<file path="src/rtl/spi_master.sv">
// Single-byte SPI master (all four modes, MSB/LSB first) with valid/ready byte intake and rx strobe.
// Latency: SS falls 1 cycle after accept, rx strobe at 1+17N, ready again at 1+18N (N = CLKS_PER_HALF_BIT).
// Backpressure: o_tx_ready is low for the whole frame and inter-frame gap; offers made while busy are dropped.
module spi_master #(
    parameter int MODE              = 0,
    parameter int FRAME_FORMAT      = 0,
    parameter int CLKS_PER_HALF_BIT = 2
) (
    input  logic       i_Clk,
    input  logic       i_Rst_n,
    input  logic       i_tx_valid,
    input  logic [7:0] i_tx_byte,
    output logic       o_tx_ready,
    output logic [7:0] o_rx_byte,
    output logic       o_rx_valid,
    output logic       o_busy,
    output logic       o_sclk,
    output logic       o_mosi,
    input  logic       i_miso,
    output logic       o_ss
);

    localparam logic CPOL      = MODE[1];
    localparam logic CPHA      = MODE[0];
    localparam logic LSB_FIRST = (FRAME_FORMAT == 1);
    localparam int   HB_W      = (CLKS_PER_HALF_BIT < 2) ? 1 : $clog2(CLKS_PER_HALF_BIT);
    localparam logic [HB_W-1:0] HB_LAST = HB_W'(CLKS_PER_HALF_BIT - 1);

    generate
        if (CLKS_PER_HALF_BIT < 2 || MODE < 0 || MODE > 3 || FRAME_FORMAT < 0 || FRAME_FORMAT > 1) begin : g_bad_param
            $error("spi_master: illegal parameter combination");
        end
    endgenerate

    typedef enum logic [2:0] {
        S_IDLE,
        S_LEAD,
        S_XFER,
        S_TRAIL,
        S_GAP
    } state_t;

    state_t            state;
    logic [HB_W-1:0]   hb_cnt;
    logic [4:0]        edge_cnt;
    logic [7:0]        tx_sh;
    logic [7:0]        rx_sh;

    logic       hb_wrap;
    logic [4:0] edge_nxt;
    logic       lead_edge;
    logic       sample_now;
    logic       shift_now;

    assign hb_wrap    = (hb_cnt == HB_LAST);
    assign edge_nxt   = edge_cnt + 5'd1;
    assign lead_edge  = edge_nxt[0];
    // CPHA=0 samples on leading edges, CPHA=1 on trailing edges; MOSI moves on the other one.
    assign sample_now = lead_edge ^ CPHA;
    assign shift_now  = CPHA ? (lead_edge && (edge_nxt != 5'd1))
                             : (!lead_edge && (edge_nxt != 5'd16));
    assign o_tx_ready = !o_busy;

    always_ff @(posedge i_Clk) begin
        if (!i_Rst_n) begin
            state      <= S_IDLE;
            hb_cnt     <= '0;
            edge_cnt   <= '0;
            tx_sh      <= '0;
            rx_sh      <= '0;
            o_ss       <= 1'b1;
            o_sclk     <= CPOL;
            o_mosi     <= 1'b0;
            o_busy     <= 1'b0;
            o_rx_valid <= 1'b0;
            o_rx_byte  <= '0;
        end else begin
            o_rx_valid <= 1'b0;
            case (state)
                S_IDLE: begin
                    if (i_tx_valid) begin
                        tx_sh    <= i_tx_byte;
                        o_mosi   <= LSB_FIRST ? i_tx_byte[0] : i_tx_byte[7];
                        o_ss     <= 1'b0;
                        o_busy   <= 1'b1;
                        hb_cnt   <= '0;
                        edge_cnt <= '0;
                        state    <= S_LEAD;
                    end
                end
                S_LEAD, S_XFER: begin
                    if (hb_wrap) begin
                        hb_cnt   <= '0;
                        edge_cnt <= edge_nxt;
                        o_sclk   <= ~o_sclk;
                        state    <= (edge_nxt == 5'd16) ? S_TRAIL : S_XFER;
                        if (sample_now) begin
                            rx_sh <= LSB_FIRST ? {i_miso, rx_sh[7:1]} : {rx_sh[6:0], i_miso};
                        end
                        if (shift_now) begin
                            tx_sh  <= LSB_FIRST ? (tx_sh >> 1) : (tx_sh << 1);
                            o_mosi <= LSB_FIRST ? tx_sh[1] : tx_sh[6];
                        end
                    end else begin
                        hb_cnt <= hb_cnt + HB_W'(1);
                    end
                end
                S_TRAIL: begin
                    if (hb_wrap) begin
                        hb_cnt     <= '0;
                        o_ss       <= 1'b1;
                        o_mosi     <= 1'b0;
                        o_rx_byte  <= rx_sh;
                        o_rx_valid <= 1'b1;
                        state      <= S_GAP;
                    end else begin
                        hb_cnt <= hb_cnt + HB_W'(1);
                    end
                end
                S_GAP: begin
                    if (hb_wrap) begin
                        hb_cnt   <= '0;
                        edge_cnt <= '0;
                        o_busy   <= 1'b0;
                        state    <= S_IDLE;
                    end else begin
                        hb_cnt <= hb_cnt + HB_W'(1);
                    end
                end
                default: state <= S_IDLE;
            endcase
        end
    end

endmodule

</file>
<file path="config.mk">
export PLATFORM = sky130hd
export DESIGN_NAME = spi_master
export DESIGN_NICKNAME = d
export VERILOG_FILES = /design/src/rtl/spi_master.sv
export SDC_FILE = /design/constraint.sdc
export NUM_CORES = 1
export LEC_CHECK = 0
export CORE_MARGIN = 4
export CORE_UTILIZATION = 40
export CTS_CLUSTER_DIAMETER = 120
export DETAILED_ROUTE_END_ITERATION = 8
export DONT_BUFFER_PORTS = 1
export MAX_ROUTING_LAYER = met4
export SYNTH_ARGS = -nofsm -noshare
export SYNTH_HDL_FRONTEND = slang
export SYNTH_SLANG_ARGS = --single-unit
export TNS_END_PERCENT = 10
</file>
<file path="constraint.sdc">
create_clock -name i_Clk -period 1.9 [get_ports i_Clk]
set_input_delay 0.38 -clock i_Clk [delete_from_list [all_inputs] [get_ports i_Clk]]
set_output_delay 0.38 -clock i_Clk [all_outputs]
set_load 0.02 [all_outputs]
</file>
==> results of run 1 <==
[critical path: stages, from the launching register on]
cell,delay [ns]
sky130_fd_sc_hd__dfxtp_1,0.36
sky130_fd_sc_hd__ha_1,0.23
sky130_fd_sc_hd__nand2_1,0.12
sky130_fd_sc_hd__a21o_1,0.14
sky130_fd_sc_hd__nand2_1,0.06
sky130_fd_sc_hd__or4_4,0.53
sky130_fd_sc_hd__o221ai_1,0.20
[flip-flops by register name, indices dropped and copies added, names as in the netlist]
signal,count
o_busy,1
o_mosi,1
o_rx_byte,8
o_sclk,1
state,3
hb_cnt,1
rx_sh,8
tx_sh,7
o_ss,1
o_rx_valid,1
edge_cnt,5
[repair_timing]
| item | CTS | global route |
|---|---|---|
| endpoints found under the hold margin | 0 | 0 |
| buffers inserted | 0 | 0 |
| resized for setup | 1 | 2 |
| setup endpoints to repair | 6 | 6 |
| hold buffers | 0 | 0 |
[cell type report]
class / instances / area, µm²
multi-input combinational: 147 / 806
inverter: 11 / 41.3
timing repair buffer: 12 / 90.1
fill: 364 / 1960
clock inverter: 2 / 35.0
tap: 48 / 60.1
sequential: 37 / 742
clock buffer: 5 / 68.8
[routing by layer]
layer	GRT usage [%]	vias to the layer above	part of all wire [%]
li1	-	727	-
met1	17.2	677	46
met2	24.7	32	48
met3	5.19	4	4.8
met4	5.01	0	1.1
met5	-	-	0
[cells in the final DEF, fill, tap and decap left out, types with 2 or more instances in the layout]
cell type,count
sky130_fd_sc_hd__buf_4,12
sky130_fd_sc_hd__mux2i_1,2
sky130_fd_sc_hd__xor2_1,2
sky130_fd_sc_hd__o221ai_1,6
sky130_fd_sc_hd__nor2b_1,3
sky130_fd_sc_hd__nor2_1,16
sky130_fd_sc_hd__inv_1,11
sky130_fd_sc_hd__a311oi_1,2
sky130_fd_sc_hd__nand3_1,4
sky130_fd_sc_hd__nand2_1,45
sky130_fd_sc_hd__nand2b_1,3
sky130_fd_sc_hd__a31oi_1,4
sky130_fd_sc_hd__nand3b_1,2
sky130_fd_sc_hd__a21oi_1,22
sky130_fd_sc_hd__clkbuf_8,5
sky130_fd_sc_hd__a211oi_1,2
sky130_fd_sc_hd__o21ai_0,14
sky130_fd_sc_hd__dfxtp_1,36
sky130_fd_sc_hd__a21o_1,4
[worst max path at each step]
stage	endpoint	cells past startpoint	slack [ns]
after global placement	tx_sh[2]	6	0.09
after global routing	tx_sh[3]	6	0.08
final	tx_sh[3]	6	0.17
after detailed placement	tx_sh[3]	6	-0.01
after floorplan	tx_sh[1]	7	0.25
after CTS	tx_sh[3]	5	0.08
[synth_stat cells]
cell type,count,share of area (%)
sky130_fd_sc_hd__buf_4,1,0.46
sky130_fd_sc_hd__o311ai_0,1,0.54
sky130_fd_sc_hd__a31oi_1,4,1.5
sky130_fd_sc_hd__or4_1,1,0.46
sky130_fd_sc_hd__o21a_1,1,0.46
sky130_fd_sc_hd__o31ai_1,2,0.92
sky130_fd_sc_hd__and2b_1,1,0.46
sky130_fd_sc_hd__a311o_1,1,0.61
sky130_fd_sc_hd__o21ai_0,14,4.3
sky130_fd_sc_hd__nand2_1,45,10
sky130_fd_sc_hd__buf_2,3,0.92
sky130_fd_sc_hd__a211oi_1,2,0.92
sky130_fd_sc_hd__mux2_2,1,0.69
sky130_fd_sc_hd__mux2i_1,2,1.2
sky130_fd_sc_hd__nor2_1,16,3.7
sky130_fd_sc_hd__or3_1,1,0.38
sky130_fd_sc_hd__nand3_1,4,1.2
sky130_fd_sc_hd__nand3b_1,2,0.92
sky130_fd_sc_hd__clkbuf_1,7,1.6
sky130_fd_sc_hd__a21oi_1,22,6.8
sky130_fd_sc_hd__o2111ai_1,1,0.54
sky130_fd_sc_hd__inv_1,11,2.5
sky130_fd_sc_hd__xnor2_1,1,0.54
sky130_fd_sc_hd__and2_1,1,0.38
sky130_fd_sc_hd__nand2b_1,3,1.2
sky130_fd_sc_hd__and4b_1,1,0.61
sky130_fd_sc_hd__or3b_2,1,0.54
sky130_fd_sc_hd__xor2_1,2,1.1
sky130_fd_sc_hd__dfxtp_1,37,46
sky130_fd_sc_hd__a21o_1,4,1.8
sky130_fd_sc_hd__o221ai_1,6,3.2
sky130_fd_sc_hd__o32ai_1,1,0.54
sky130_fd_sc_hd__nor2b_1,3,1.2
sky130_fd_sc_hd__ha_1,1,0.77
sky130_fd_sc_hd__a311oi_1,2,1.1
[kinds of logic after synthesis]
| logic type | count (synthesis) |
|---|---|
| and+or+nand+nor | 79 |
| xor gates and xnor gates | 3 |
| adders and majority gates | 1 |
| buffers and inverters | 22 |
| muxes | 3 |
| DFF | 37 |
| AOI/OAI and AO/OA | 61 |
[power breakdown]
group	total [mW]	internal [mW]	switching, mW
combinational	0.209	0.0857	0.123
clock	0.640	0.381	0.259
sequential	0.846	0.808	0.0376
total	1.69	1.28	0.419
==> implementation parameters, run 1 <==
Parameter                              Value

Worst setup path
  Worst EP arrival ... 1.93 ns
  Critical path required time ... 2.10 ns
  Critical Path Sink Type ... flop
  Register-to-register setup slack ... 0.17 ns
  Category of the most critical setup path ... reg2reg
  Nature of the critical path startpoint ... flop
  Beginning of the worst register-to-register path ... edge_cnt[1]
  Worst-case reg-to-reg path depth ... 6
  Worst-path fanout max ... 7
  Critical Path Start ... edge_cnt[1]
  Critical R2R Capture ... tx_sh[3]

Layout
  Fin cells ... 262
  Final instance area ... ~1800 µm²
  Synthesis-to-finish area growth ... 13.2%
  Utilization of the core after routing ... approximately half
  Ant. Diodes ... 0
  Layout cell share with drive strength beyond 1 ... 11.2%
  Layout Nets ... 227

Routing
  Detailed-route via count ... 1,440
  Average wire length per cell after detail routing ... 14.1 µm
  Initial DRC count ... 92
  Number of nets with antenna violations after detailed routing ... 0
  Routed via count divided by cell count ... approximately 5.5
  Aggregate routed wire length ... 3680 µm
  Number of design rule violations left after detail routing ... 0
  Count of TritonRoute iterations in the first routing pass ... 4

Die
  Placement row count ... 22
  Initial core utilization ... 42.9%
  Die outline area ... 5150 µm²
  Die Span X ... approximately 72 µm
  Die H ... 71.8 µm
  Area of the placeable core ... 3800 µm²
  Total I/O pin count ... 26

Place
  Total half-perimeter wirelength after legalization and detailed placement ... 2690 µm
  Cell area reported after detailed placement ... 1730 µm²
  Placed Cells ... roughly 260
  Routability Congestion ... 0.884
  Port bufs ... 0
  Setup slack at placement ... -0.0121 ns

Clock tree
  Clock insertion delay at the later pin of the skew report ... between 0.2 and 0.3 ns
  Clock Pin Slew Worst Setup and Hold Paths ... 0.07 ns
  Inserted Clock Buffers ... 5
  Clock Path Buffers ... 2
  TritonCTS clock tree ... built
  Clock sink total ... 37
  Maximum level of the CTS H-tree ... 2
  Clock root buffer ... sky130_fd_sc_hd__clkbuf_8

Global route
  Pin count of the biggest net entering global routing ... 19
  Global-route wire length before repair ... a little under 6000 µm
  Via count of the first global-routing pass ... approximately 1,300
  Number of antenna violations at the first check in global routing ... 0
  GR Util All Layers ... 15.1%
  Overall overflow remaining after global route ... 0

Logic synthesis
  Yosys reg bits ... 37
  Mapped Avg Cell Area ... 7.90 µm²
  Dominant combinational cell family by area after synthesis ... compound AO/OA/AOI/OAI gates
  Area share of fa/ha/maj cells after synthesis ... 0.769%
  Parity-gate share of the synthesized area counting xor and xnor cells ... 1.61%
  Register area share after synthesis ... 45.5%
  Distinct cell type count of the synthesized netlist ... 35
  Area fraction in compound gates after synthesis ... between 20% and 30%
  Net count after synthesis ... roughly 220
  Count of yosys warnings during synthesis ... 0
  Gate Count Post-Synth ... 206
  Post-Synth Simple-Gate Area ... 21.4%
  Share of cell area taken by muxes after synthesis ... under 10%
  Cell area after technology mapping ... between 1500 and 2000 µm²

Run status
  Outcome ... complete, no violations

Timing
  RSZ-0062 raised after global routing ... no
  Actual slew at the worst max-slew pin ... around 0.5 ns
  Final critical-path share of the clock period ... 90.9%
  Minimum clock period ... 1.73 ns
  Rel. slew slack ... 66.6%
  Final worst hold slack ... 0.182 ns
  Setup TNS after final layout ... 0 ns
  Worst Clk Skew ... 0.00876 ns
  Final count of negative-setup-slack endpoints ... 0
  Fin. Hold Viols ... 0
  Number of pins exceeding their max-slew limit in the final report ... 0
  Final worst-path setup slack ... 0.173 ns
  FMAX ... 0.579 GHz

Hold path
  Worst Hold Depth ... 1
  Origin of the worst min-delay path ... i_Rst_n
  Hold/Removal Path Class ... in2reg
  Sink of the worst hold path ... o_ss

Power
  Power density normalized to cell area ... about 900 nW/µm²
  P_leak ... approximately 0.67 nW
  Maximum ir drop on the vdd rail ... ~0.42 mV
  Total power of the final layout ... 1.69 mW

Job
  Number of maximum-capacitance constraint violations ... 0
Power figures use the tool's default switching activity.
==> inputs of run 2 (changes only) <==
--- a/config.mk
+++ b/config.mk
@@ -5,12 +5,14 @@
 export SDC_FILE = /design/constraint.sdc
 export NUM_CORES = 1
 export LEC_CHECK = 0
+export ABC_AREA = 1
 export CORE_MARGIN = 4
 export CORE_UTILIZATION = 40
 export CTS_CLUSTER_DIAMETER = 120
 export DETAILED_ROUTE_END_ITERATION = 8
 export DONT_BUFFER_PORTS = 1
 export MAX_ROUTING_LAYER = met4
+export SETUP_SLACK_MARGIN = 0.15
 export SYNTH_ARGS = -nofsm -noshare
 export SYNTH_HDL_FRONTEND = slang
 export SYNTH_SLANG_ARGS = --single-unit
==> constraint.sdc (replaced) <==
create_clock -name i_Clk -period 2.1 [get_ports i_Clk]
set_input_delay 0.42 -clock i_Clk [delete_from_list [all_inputs] [get_ports i_Clk]]
set_output_delay 0.42 -clock i_Clk [all_outputs]
set_load 0.02 [all_outputs]
==> implementation parameters, run 2 <==
Parameter                              Value

Layout
  Fin cells ... around 290
  Layout Nets ... 252
  Synthesis-to-finish area growth ... 6.54%
  Final instance area ... 1810 µm²
  Registers with the most flip-flops ... o_rx_byte (8), rx_sh (8), tx_sh (7)
  Layout cell share with drive strength beyond 1 ... 9.21%
  Leading cell type in the layout, fill and taps excluded ... sky130_fd_sc_hd__nand2_1
  Number of inserted filler cells in the final layout ... 414
  Most frequent cells in the layout ... sky130_fd_sc_hd__nand2_1, sky130_fd_sc_hd__dfxtp_1, sky130_fd_sc_hd__nor2_1, sky130_fd_sc_hd__a21oi_1, sky130_fd_sc_hd__nand3_1
  Ant. Diodes ... 0

Worst setup path
  Critical Path Sink Type ... flop
  Register-to-register setup slack ... 0.40 ns
  Nature of the critical path startpoint ... flop
  Critical R2R Capture ... tx_sh[5]
  Critical path required time ... 2.28 ns
  Worst EP arrival ... between 1.5 and 2 ns
  Category of the most critical setup path ... reg2reg
  Worst-case reg-to-reg path depth ... 10
  Beginning of the worst register-to-register path ... edge_cnt[0]
  Worst-path fanout max ... 14

Power
  Logic gate share of total power ... 36.9%
  Switching share of power ... 40.1%
  Maximum ir drop on the vdd rail ... 0.615 mV
  P_leak ... 0.795 nW
  Portion of total power attributed to sequential cells ... 39.7%
  Fraction of power consumed by the clock network ... 23.4%
  Internal Dissipation ... 1.50 mW
  Switching Power ... 1.01 mW
  Power density normalized to cell area ... 1390 nW/µm²

Logic synthesis
  Cell area after technology mapping ... 1700 µm²
  Count of yosys warnings during synthesis ... 0
  Commonest register cell after synthesis ... sky130_fd_sc_hd__dfxtp_1
  Distinct cell type count of the synthesized netlist ... 24
  Cell type with the largest total area after synthesis ... sky130_fd_sc_hd__dfxtp_1
  Most common cell in the synthesized netlist ... sky130_fd_sc_hd__nand2_1
  Post-synth ARST share ... 0%
  Top post-synthesis cells by count ... sky130_fd_sc_hd__nand2_1, sky130_fd_sc_hd__dfxtp_1, sky130_fd_sc_hd__nor2_1, sky130_fd_sc_hd__a21oi_1, sky130_fd_sc_hd__nand3_1
  Fraction of post-synthesis cell area in the top cell type by area ... 43.5%
  Number of enable-type register cells in the synthesized netlist ... 0
  Register area share after synthesis ... between 40% and 50%
  Most area-consuming cells after synthesis ... sky130_fd_sc_hd__dfxtp_1, sky130_fd_sc_hd__nand2_1, sky130_fd_sc_hd__a21oi_1, sky130_fd_sc_hd__nand3_1, sky130_fd_sc_hd__nor2_1
  Mapped Avg Cell Area ... roughly 7.1 µm²
  Gate Count Post-Synth ... 240
  Net count after synthesis ... ~250
  Yosys reg bits ... 37

Timing
  Minimum clock period ... 1.70 ns
  Final count of negative-setup-slack endpoints ... 0
  Final critical-path share of the clock period ... between 80% and 90%
  Rel. slew slack ... 68.0%
  RSZ-0062 raised after global routing ... no
  Number of pins exceeding their max-slew limit in the final report ... 0
  Setup TNS after final layout ... 0 ns
  Final worst hold slack ... ~0.21 ns
  Worst Clk Skew ... 0.00747 ns
  FMAX ... between 0.5 and 0.6 GHz
  Final worst-path setup slack ... 0.401 ns
  Actual slew at the worst max-slew pin ... between 0.4 and 0.5 ns
  Fin. Hold Viols ... 0

Routing
  Count of TritonRoute iterations in the first routing pass ... 4
  Aggregate routed wire length ... 3560 µm
  Number of design rule violations left after detail routing ... 0
  Initial DRC count ... between 90 and 100
  Routed via count divided by cell count ... between 4 and 5
  Average wire length per cell after detail routing ... approximately 12 µm
  Number of nets with antenna violations after detailed routing ... 0
  Detailed-route via count ... roughly 1,400

Clock tree
  Inserted Clock Buffers ... 5
  Hold buffer count at cts ... 0
  Clock insertion delay at the later pin of the skew report ... around 0.29 ns
  Clock root buffer ... sky130_fd_sc_hd__clkbuf_8
  Maximum level of the CTS H-tree ... 2
  Clock sink total ... 37
  Resized Gates After CTS ... 0
  Clock Pin Slew Worst Setup and Hold Paths ... 0.07 ns
  TritonCTS clock tree ... built
  Post-CTS Setup Inserts ... 0
  Clock Path Buffers ... 2

Hold path
  Hold/Removal Path Class ... in2reg
  Worst Hold Depth ... 1
  Origin of the worst min-delay path ... i_Rst_n
  Sink of the worst hold path ... o_ss

Run status
  Outcome ... complete, no violations

Die
  Die Span X ... 73.2 µm
  Area of the placeable core ... slightly above 4000 µm²
  Initial core utilization ... a little over two fifths
  Placement row count ... 23
  Die outline area ... 5360 µm²
  Total I/O pin count ... 26
  Die H ... 73.2 µm

Global route
  Number of antenna violations at the first check in global routing ... 0
  Pin count of the biggest net entering global routing ... 22
  Via count of the first global-routing pass ... 1,287
  Overall overflow remaining after global route ... 0
  GR Util All Layers ... around 15%
  Global-route wire length before repair ... 6030 µm

Place
  Setup slack at placement ... about 0.43 ns
  Placed Cells ... about 280
  Cell area reported after detailed placement ... 1710 µm²
  Port bufs ... 0
  Routability Congestion ... 0.810
  Total half-perimeter wirelength after legalization and detailed placement ... approximately 2500 µm

Job
  Number of maximum-capacitance constraint violations ... 0
-- run 2: cell count changes after synthesis, moves of 4 or more --
cell	before	now
sky130_fd_sc_hd__a21o_1	4	0
sky130_fd_sc_hd__clkbuf_1	7	3
sky130_fd_sc_hd__inv_1	11	20
sky130_fd_sc_hd__nand2_1	45	59
sky130_fd_sc_hd__nand2_2	0	5
sky130_fd_sc_hd__nand3_1	4	24
sky130_fd_sc_hd__nor2_1	16	31
sky130_fd_sc_hd__nor2_4	0	4
sky130_fd_sc_hd__o221ai_1	6	0
-- run 2: through the flow --
stage	utilization, %	power, mW
after CTS	44.7	2.54
after global placement	42.1	1.93
after floorplan	-	1.84
after global routing	44.7	2.73
final	44.7	2.51
after detailed placement	42.1	1.94
-- run 2: layer usage --
layer	share of wire [%]	vias to the layer above	track usage (%)	wire length (µm)
met5	0	-	-	0
met4	2.2	0	7.99	78
li1	-	766	-	-
met2	42	27	20.4	1490
met1	50	625	20.4	1790
met3	5.5	7	3.99	195
-- run 2: logic make-up after synthesis --
family	Yosys count	synth area share, %
XOR/XNOR	1	0.515
adder cells (fa/ha/maj)	1	0.735
buffers and inverters	32	8.90
AND/OR/NAND/NOR	128	33.8
AO/OA/AOI/OAI	41	12.5
flip-flops	37	43.5
-- run 2: area by class of cell --
type	count	area [µm²]	share of cell area [%]
tap	50	62.6	3.45
clock inverter	2	35.0	1.93
sequential	37	741	40.9
clock buffer	5	68.8	3.80
inverter	23	88.8	4.90
multi-input combinational	171	810	44.7
timing repair buffer	1	7.51	0.414
-- run 2: power groups by stage --
stage | Sequential, mW | Combinational, mW | Clock (mW)
floorplan | 0.990 | 0.850 | 0
CTS | 0.999 | 0.932 | 0.605
finish | 0.997 | 0.927 | 0.589
global placement | 1.01 | 0.921 | 0
detailed placement | 1.01 | 0.929 | 0
global route | 1.02 | 1.07 | 0.635
-- run 2: worst max-delay path, cell delays in order, from the launching register on --
cell and delay [ns]:
sky130_fd_sc_hd__dfxtp_1 0.48, sky130_fd_sc_hd__ha_1 0.27, sky130_fd_sc_hd__nand3_1 0.09, sky130_fd_sc_hd__nand2_1 0.06, sky130_fd_sc_hd__nand2_1 0.08, sky130_fd_sc_hd__nand3_1 0.11
sky130_fd_sc_hd__nand2_2 0.06, sky130_fd_sc_hd__nand2_2 0.21, sky130_fd_sc_hd__nand3_1 0.10, sky130_fd_sc_hd__nand2_1 0.07, sky130_fd_sc_hd__nor2_1 0.04
-- run 2: worst max path at each step --
stage                startpoint       end  cells after the start
global route        edge_cnt[0]  tx_sh[3]                     10
detailed placement  edge_cnt[0]  tx_sh[1]                     10
finish              edge_cnt[0]  tx_sh[5]                     10
floorplan           edge_cnt[0]  tx_sh[0]                      9
CTS                 edge_cnt[0]  tx_sh[1]                     10
global placement    edge_cnt[0]  tx_sh[0]                     10
==> inputs of run 3 (changes only) <==
==> constraint.sdc (replaced) <==
create_clock -name i_Clk -period 1.45 [get_ports i_Clk]
set_input_delay 0.29 -clock i_Clk [delete_from_list [all_inputs] [get_ports i_Clk]]
set_output_delay 0.29 -clock i_Clk [all_outputs]
set_load 0.02 [all_outputs]
==> implementation parameters, run 3 (same netlist as run 2, synthesis figures left out) <==
Parameter                              Value

Run status
  Outcome ... complete, no violations

Layout
  Synthesis-to-finish area growth ... 18.7%
  Registers with the most flip-flops ... o_rx_byte (8), rx_sh (8), tx_sh (7)
  Most frequent cells in the layout ... sky130_fd_sc_hd__nand2_1, sky130_fd_sc_hd__dfxtp_1, sky130_fd_sc_hd__nor2_1, sky130_fd_sc_hd__a21oi_1, sky130_fd_sc_hd__nand3_1
  Layout Nets ... 270
  Leading cell type in the layout, fill and taps excluded ... sky130_fd_sc_hd__nand2_1
  Utilization of the core after routing ... 49.8%
  Ant. Diodes ... 0
  Number of inserted filler cells in the final layout ... 393
  Layout cell share with drive strength beyond 1 ... 22.1%

Die
  Die Span X ... approximately 73 µm
  Total I/O pin count ... 26
  Area of the placeable core ... ~4100 µm²
  Die H ... 73.2 µm
  Placement row count ... 23
  Die outline area ... 5360 µm²
  Initial core utilization ... 41.9%

Worst setup path
  Most numerous cell on the critical path ... sky130_fd_sc_hd__nand2_1
  Critical path required time ... 1.64 ns
  Nature of the critical path startpoint ... flop
  Worst-path cell with the longest stage delay ... sky130_fd_sc_hd__dfxtp_2
  Critical Path Sink Type ... flop
  Worst EP arrival ... 1.56 ns
  Cell-by-cell trace of the critical path ... nor2_4 > nor2_4 > nand2_4 > clkinvlp_4 > nand2_1 > nand2_1 > inv_1 > nand3_1 > nand2_1 > nor2_1
  Slowest stage delay, CP ... 0.34 ns
  Category of the most critical setup path ... reg2reg
  Worst-path fanout max ... 7

Power
  Maximum ir drop on the vdd rail ... 1.08 mV
  P_leak ... 0.865 nW
  Power density normalized to cell area ... 1930 nW/µm²
  Total power of the final layout ... 3.89 mW

Timing
  Fin. Hold Viols ... 0
  Minimum clock period ... 1.37 ns
  Number of pins exceeding their max-slew limit in the final report ... 0
  Worst Clk Skew ... roughly 0.0060 ns
  Final count of negative-setup-slack endpoints ... 0
  Rel. slew slack ... 80.4%
  FMAX ... 0.728 GHz
  RSZ-0062 raised after global routing ... yes
  Actual slew at the worst max-slew pin ... 0.293 ns
  Final critical-path share of the clock period ... 94.7%

Clock tree
  Clock sink total ... 37
  Maximum level of the CTS H-tree ... 2
  TritonCTS clock tree ... built
  Clock root buffer ... sky130_fd_sc_hd__clkbuf_8
  Inserted Clock Buffers ... 5
  Clock Path Buffers ... 2
  Clock Pin Slew Worst Setup and Hold Paths ... roughly 0.070 ns
  Clock insertion delay at the later pin of the skew report ... 0.30 ns

Global route
  GR Util All Layers ... 16.0%
  Via count of the first global-routing pass ... roughly 1,400
  Global-route wire length before repair ... 6340 µm
  Number of antenna violations at the first check in global routing ... 0
  Pin count of the biggest net entering global routing ... 22
  Overall overflow remaining after global route ... 0

Routing
  Number of design rule violations left after detail routing ... 0
  Detailed-route via count ... 1,528
  Routed via count divided by cell count ... 4.96
  Count of TritonRoute iterations in the first routing pass ... 4
  Average wire length per cell after detail routing ... 12.4 µm
  Aggregate routed wire length ... 3820 µm
  Initial DRC count ... 88
  Number of nets with antenna violations after detailed routing ... 0

Place
  Routability Congestion ... 0.805
  Total half-perimeter wirelength after legalization and detailed placement ... ~2500 µm
  Port bufs ... 0

Hold path
  Hold/Removal Path Class ... in2reg

Job
  Number of maximum-capacitance constraint violations ... 0
==> run 3: cell types whose count changed in the layout (fill, tap and decap cells not counted), moves of 2 or more <==
cell	previous run	this run
sky130_fd_sc_hd__nand2_4	0	5
sky130_fd_sc_hd__buf_4	1	15
sky130_fd_sc_hd__dfxtp_1	37	33
sky130_fd_sc_hd__o21ai_0	13	11
sky130_fd_sc_hd__clkinvlp_4	0	3
sky130_fd_sc_hd__nor2_2	1	5
sky130_fd_sc_hd__buf_6	0	2
sky130_fd_sc_hd__nor2_1	31	27
sky130_fd_sc_hd__nand2_1	59	55
sky130_fd_sc_hd__o21ai_1	0	2
sky130_fd_sc_hd__dfxtp_4	0	3
sky130_fd_sc_hd__inv_1	20	18
==> run 3: report_power, final <==
group / total, mW / internal, mW / switching, mW
Sequential: 1.45 / 1.25 / 0.203
Combinational: 1.71 / 0.655 / 1.06
Clock: 0.722 / 0.340 / 0.382
==> run 3: through the flow <==
step | hold WS, ns | cell area [µm²] | TNS (ns) | worst slack [ns] | instances
finish | 0.0770 | 2020 | 0 | 0.0769 | 308
CTS | 0.0686 | 1980 | 0 | 0.0697 | 306
global route | 0.0872 | 2020 | -0.199 | -0.0370 | 308
detailed placement | 0.381 | 1810 | -0.122 | -0.0232 | 293
global placement | 0.378 | 1810 | -0.107 | -0.0271 | 293
floorplan | 0.425 | 1720 | 0 | 0.109 | 240
==> run 3: final timing paths <==
| path | cells after the start | slack, ns | end | start |
|---|---|---|---|---|
| worst max-delay path | 10 | 0.08 | o_mosi | state[0] |
| worst min-delay path | 1 | 0.08 | o_ss | i_Rst_n |
| worst max register to register | 10 | 0.08 | o_mosi | state[0] |
| worst min register to register | 2 | 0.48 | tx_sh[2] | tx_sh[2] |
==> run 3: cell type report <==
cell class                      instances  area, µm²  area share, %
Multi-Input combinational cell        172        882           43.7
Clock inverter                          2       13.8          0.682
Clock buffer                            6       72.6           3.59
Tap cell                               50       62.6           3.10
Timing Repair inverter                  1       7.51          0.372
Inverter                               23       92.6           4.58
Timing Repair Buffer                   17        135           6.69
Sequential cell                        37        753           37.3
==> run 3: layer usage <==
metal / up-vias / GRT usage (%) / part of all wire, %
met5: - / - / 0
met4: 0 / 7.38 / 1.8
met3: 6 / 5.23 / 5.2
met2: 29 / 21.8 / 44
met1: 685 / 21.2 / 49
li1: 808 / - / -
==> run 3: what timing repair did <==
item / 4_1_cts / 5_1_grt
gates cloned: 2 / 0
resized for setup: 13 / 13
hold buffers: 0 / 0
pin swaps: 6 / 5
setup buffers: 3 / 2
setup endpoints to repair: 34 / 35
==> run 3: critical path, delay by kind of cell, from the launching register on <==
family / cells / cell delay (ns)
buffers and inverters: 2 / 0.23
flip-flops: 1 / 0.34
AND/OR/NAND/NOR: 8 / 0.70
